==> config.mk <==
export PLATFORM = sky130hd
export DESIGN_NAME = secuenciador_multiciclo
export DESIGN_NICKNAME = d
export VERILOG_FILES = /design/src/rtl/secuenciador_multiciclo.sv
export SDC_FILE = /design/constraint.sdc
export NUM_CORES = 1
export LEC_CHECK = 0
export ABC_AREA = 0
export CAP_MARGIN = 20
export CORE_UTILIZATION = 38
export CTS_BUF_LIST = sky130_fd_sc_hd__clkbuf_8
export CTS_CLUSTER_DIAMETER = 150
export DETAILED_ROUTE_END_ITERATION = 8
export GPL_TIMING_DRIVEN = 0
export PLACE_DENSITY = 0.68
export SYNTH_ARGS = -nofsm -noshare
export SYNTH_HDL_FRONTEND = slang
export SYNTH_SLANG_ARGS = --single-unit
==> constraint.sdc <==
create_clock -name clk -period 4.4 [get_ports clk]
set_input_delay 0.88 -clock clk [delete_from_list [all_inputs] [get_ports clk]]
set_output_delay 0.88 -clock clk [all_outputs]
set_load 0.01 [all_outputs]
==> src/rtl/secuenciador_multiciclo.sv <==
// Purpose: multicycle control sequencer; fetches, decodes and steps one instruction at a time.
// Latency: start -> first imem_req 1 cycle; CPI = a+1 (NOP/halt), a+2 (beq), a+3 (R/sw), a+4 (lw).
// Backpressure: FETCH holds imem_req/imem_addr until imem_ack; optional step gating holds DECODE.
//
// Ports:
//   clk, rst_n            clock (rising edge), asynchronous active-low reset
//   start                 pulse; starts execution at PC 0 from IDLE or HALT
//   imem_req/addr/ack/data instruction memory fetch handshake
//   instruccion_r         instruction register driven into the datapath
//   zf                    ALU zero flag, resolves beq at the end of EXEC
//   reg_write_en          register-bank write strobe (WB only)
//   mem_write_en          RAM write strobe (MEM of sw only)
//   pc, busy, halted      program counter and status
//   instr_count           retired-instruction count, saturating
//   step                  single-step pulse (only when SEQ_STEP_EN is defined)
// Build option: define SEQ_STEP_EN to make DECODE wait for a step pulse.

module secuenciador_multiciclo #(
  parameter int PC_W = 8
) (
  input  logic            clk,
  input  logic            rst_n,
  input  logic            start,
  output logic            imem_req,
  output logic [PC_W-1:0] imem_addr,
  input  logic            imem_ack,
  input  logic [31:0]     imem_data,
  output logic [31:0]     instruccion_r,
  input  logic            zf,
  output logic            reg_write_en,
  output logic            mem_write_en,
  output logic [PC_W-1:0] pc,
  output logic            busy,
  output logic            halted,
  output logic [15:0]     instr_count
`ifdef SEQ_STEP_EN
  ,
  input  logic            step
`endif
);

  localparam logic [5:0] OP_RTYPE = 6'b000000;
  localparam logic [5:0] OP_LW    = 6'b100011;
  localparam logic [5:0] OP_SW    = 6'b101011;
  localparam logic [5:0] OP_BEQ   = 6'b000100;
  localparam logic [5:0] OP_HALT  = 6'b111111;

  typedef enum logic [2:0] {
    IDLE   = 3'd0,
    FETCH  = 3'd1,
    DECODE = 3'd2,
    EXEC   = 3'd3,
    MEM    = 3'd4,
    WB     = 3'd5,
    HALT   = 3'd6
  } state_t;

  state_t     state;
  state_t     state_nxt;
  logic [5:0] opcode;
  logic       decode_go;
  logic       retire;
  logic       restart;

  assign opcode    = instruccion_r[31:26];
  assign imem_addr = pc;
  assign restart   = ((state == IDLE) || (state == HALT)) && start;

`ifdef SEQ_STEP_EN
  assign decode_go = step;
`else
  assign decode_go = 1'b1;
`endif

  // Next state and retirement; retirement is flagged on the cycle that leaves
  // the instruction's final state so the count updates on that same edge.
  always_comb begin
    state_nxt = state;
    retire    = 1'b0;
    case (state)
      IDLE, HALT: begin
        if (start) state_nxt = FETCH;
      end
      FETCH: begin
        if (imem_ack) state_nxt = DECODE;
      end
      DECODE: begin
        if (decode_go) begin
          case (opcode)
            OP_RTYPE, OP_LW, OP_SW, OP_BEQ: state_nxt = EXEC;
            OP_HALT: begin
              state_nxt = HALT;
              retire    = 1'b1;
            end
            default: begin
              state_nxt = FETCH;
              retire    = 1'b1;
            end
          endcase
        end
      end
      EXEC: begin
        case (opcode)
          OP_RTYPE:     state_nxt = WB;
          OP_LW, OP_SW: state_nxt = MEM;
          default: begin
            state_nxt = FETCH;
            retire    = 1'b1;
          end
        endcase
      end
      MEM: begin
        if (opcode == OP_LW) begin
          state_nxt = WB;
        end else begin
          state_nxt = FETCH;
          retire    = 1'b1;
        end
      end
      WB: begin
        state_nxt = FETCH;
        retire    = 1'b1;
      end
      default: state_nxt = IDLE;
    endcase
  end

  // Outputs are registered from the next state so strobes are clean,
  // single-cycle and cleared asynchronously by reset.
  always_ff @(posedge clk or negedge rst_n) begin
    if (!rst_n) begin
      state         <= IDLE;
      imem_req      <= 1'b0;
      instruccion_r <= 32'd0;
      reg_write_en  <= 1'b0;
      mem_write_en  <= 1'b0;
      pc            <= '0;
      busy          <= 1'b0;
      halted        <= 1'b0;
      instr_count   <= 16'd0;
    end else begin
      state        <= state_nxt;
      imem_req     <= (state_nxt == FETCH);
      reg_write_en <= (state_nxt == WB);
      // MEM is also visited by lw, which must not write RAM.
      mem_write_en <= (state_nxt == MEM) && (opcode == OP_SW);
      busy         <= (state_nxt != IDLE) && (state_nxt != HALT);
      halted       <= (state_nxt == HALT);

      if (restart) begin
        pc          <= '0;
        instr_count <= 16'd0;
      end else if (retire && (instr_count != 16'hFFFF)) begin
        instr_count <= instr_count + 16'd1;
      end

      if ((state == FETCH) && imem_ack) begin
        instruccion_r <= imem_data;
        pc            <= pc + PC_W'(1);
      end

      // pc already points past the beq; the low PC_W immediate bits, taken
      // modulo 2^PC_W, are exactly the sign-extended offset.
      if ((state == EXEC) && (opcode == OP_BEQ) && zf) begin
        pc <= pc + instruccion_r[PC_W-1:0];
      end
    end
  end

endmodule

==> results.txt <==
Final Hold Vio Count - 0
port bufs - 105
syn_nets - 413
Layout area overhead - 41.5%
Worst Setup End Kind - flop
max cap viols - 0
Slew HR - 0.478
H-tree levels - 3
Sequential Power Share - 0.343
initial drt markers - 74
Synth top area share - 0.477
reg2reg start - state[0]
CTS tree - yes
Slew Limit Fails - 0
n_diodes - 0
sw power - 994 uW
pwr dens - 572 nW/um2
vias per cell - 4.94
leak pwr - 2.17 nW
clock transition at the registers of the reported paths - 70 ps
Max IR drop VDD - 0.297 mV
Final Util - 0.567
WP data required - 4670 ps
worst slew pin tran - 784 ps
vias - 2922
RD Place Congestion - 0.772
Core Region - 8380 um2
Primary FF master, synth - dfrtp_1
wire length per cell - 13.4 um
fin area - 4750 um2
Worst Hold Endpoint - instruccion_r[16]
number of synthesized flops with an enable pin - 0
first-pass GRT wire length - 13200 um
initial antenna violation count - 0
num rows - 33
Clock power frac - 0.201
CP Launch Type - input pin
synthesis-stage register bit count - 64
Routed WL - 7940 um
min cycle time layout - 2470 ps
vias in the first global route - 2800
slowest cell delay on critical path - 520 ps
Max Buffers Root-to-Sink - 2
Crit path buffers/inverters - 3
post-synthesis sequential area ratio - 0.477
setup slack after layout - 1930 ps
worst reg2reg endpoint - instruccion_r[18]
Hold Path Class - reg2reg
CP top delay family - buffers and inverters
filler instances - 747
CTS root buffer - clkbuf_8
unrepaired setup endpoints after global routing - false
Mean Syn Cell Area - 9.18 um2
setup violators final - 0
clk sinks - 64
Hold Crit Depth - 2
crit share post-route - 0.562
reg2reg setup slack - 2270 ps
HPWL Detailed - 5720 um
post-CTS sizing - 0
ANT nets after route - 0
hold-fix buffers at CTS - 0
fmax - 404 MHz
Design Power - 2.72 mW
Cell Chain, Critical Path - clkdlybuf4s50_1, and4bb_2, clkbuf_1, clkbuf_1, nand2_1, nand2_1
Ports - 106
Place WS - 1530 ps
area taken by multi-input logic gates - 1610 um2
worst skew pair latency - 330 ps
Die X - 96.0 um
Logic pwr share - 0.457
Worst EP arrival - 2740 ps
fraction of layout cells with a size suffix above 1 - 0.0862
Post-synth ARST share - 1.00
GRT Total Usage - 0.186
Post-CTS Setup Bufs - 0
top post-synthesis cells by area - dfrtp_1 48%, nand2_1 13%, ha_1 3.4%, xor2_1 3.1%, nor2_1 2.6%
placed cell areas - 4540 um2
Die Area - 9220 um2
total gr overflow - 0
dpl cells - 576
drt pass-1 iters - 4
Int Pwr - 1.73 mW
Sequential Area - 1600 um2
Crit Path Class - in2reg
hold path startpoint - instruccion_r[16]
Post-Syn Area - 3360 um2
reg2reg path depth - 6
largest net degree at the start of global routing - 65
TritonCTS Buffers - 9
status - completed
die height - 96.0 um
Initial Util - 0.401
number of nets in the layout - 529
CP max-delay cell - clkdlybuf4s50_1
Netlist cell types - 55
Hold Slack - 473 ps
switching portion of total power - 0.366
Syn Inst Count - 366
DRC viols - 0
synth warn - 0
critical-path maximum fanout - 10
setup TNS - 0 ps
Max Clock Skew - 11.6 ps
final std cells w/o fill - 592
area leader, netlist - dfrtp_1
-- cell usage after synthesis, types with 3 or more instances --
cell type	instances
a21oi_1	6
a31oi_1	3
and2_1	3
and3_1	9
buf_4	8
clkbuf_1	11
dfrtp_1	64
ha_1	9
inv_1	7
nand2_1	115
nand2b_1	3
nand3_1	5
nand3b_1	3
nand4_1	8
nor2_1	23
nor2b_1	4
nor3_1	3
nor3_2	3
o211ai_1	8
o21ai_0	4
o21ai_1	7
xnor2_1	4
xor2_1	12
-- how the worst max path moves through the flow --
stage                           start                 to  cells past startpoint
global placement                rst_n   instruccion_r[8]                      1
floorplan           instruccion_r[27]     instr_count[6]                      7
CTS                          imem_ack  instruccion_r[18]                      6
finish                       imem_ack  instruccion_r[18]                      6
detailed placement           imem_ack  instruccion_r[18]                      6
global route                 imem_ack  instruccion_r[22]                      6
-- cells by family after synthesis --
logic type	after synthesis	synth area share
buffers and inverters	30	0.0454
AND/OR/NAND/NOR	199	0.290
multiplexers	2	0.00596
flip-flops	64	0.477
adder cells (fa/ha/maj)	10	0.0395
AO/OA/AOI/OAI	45	0.101
XOR/XNOR	16	0.0417
-- state kept, by name, indices dropped and copies added, names as in the netlist --
register and count:
busy 1, halted 1, imem_addr 8, imem_req 1, instr_count 16, instruccion_r 32
mem_write_en 1, reg_write_en 1, state 3
-- worst reg2reg max path: cells and delay by family, from the launching register on --
family                 cells  cell delay, ps
buffers and inverters      3            1200
AND/OR/NAND/NOR            3             530
flip-flops                 1             340
-- power groups by stage --
stage	logic (mW)	registers, mW	clock network, mW
floorplan	0.613	0.997	0
detailed placement	1.25	0.941	0
finish	1.24	0.932	0.546
global placement	1.24	0.931	0
CTS	1.26	0.933	0.566
global route	1.39	0.958	0.590
-- layout make-up --
class | count | area share
well taps | 105 | 0.0276
clock buffers | 10 | 0.0289
inverters | 7 | 0.00553
repair buffers | 105 | 0.221
clock inverters | 6 | 0.0161
plain buffers | 23 | 0.0266
flip-flops and latches | 64 | 0.337
multi-input cells | 272 | 0.338
-- routing by layer --
layer / global-route usage / wire length [um] / vias up
met5: 0 / 0 / -
met4: 0.0709 / 60 / 0
met3: 0.0553 / 581 / 7
met2: 0.297 / 3560 / 86
met1: 0.238 / 3740 / 1356
li1: - / - / 1473
-- placed cells by master (no fill, tap or decap), types with 2 or more instances in the layout --
cell type	instances
nor3_2	3
bufinv_16	2
o21ai_0	4
o211ai_1	8
clkbuf_8	10
nand4_2	2
nor2b_1	4
nand2b_1	3
o31ai_1	2
o31a_1	2
nand3_1	5
ha_1	9
or4_1	2
clkbuf_1	11
nand2_1	115
nor3_1	3
and4_1	2
a221o_1	2
xor2_1	12
a21oi_1	6
xnor2_1	4
buf_2	2
nor2_1	23
and3_1	9
dfrtp_1	64
o21ai_1	7
or4_4	2
clkdlybuf4s50_1	104
nand4b_1	2
and2_1	3
a21o_1	2
a31oi_1	3
or3_1	2
buf_4	9
inv_1	10
nand3b_1	3
nand4_1	8
mux2i_1	2
Note: power is estimated with default switching activity, not from simulation.
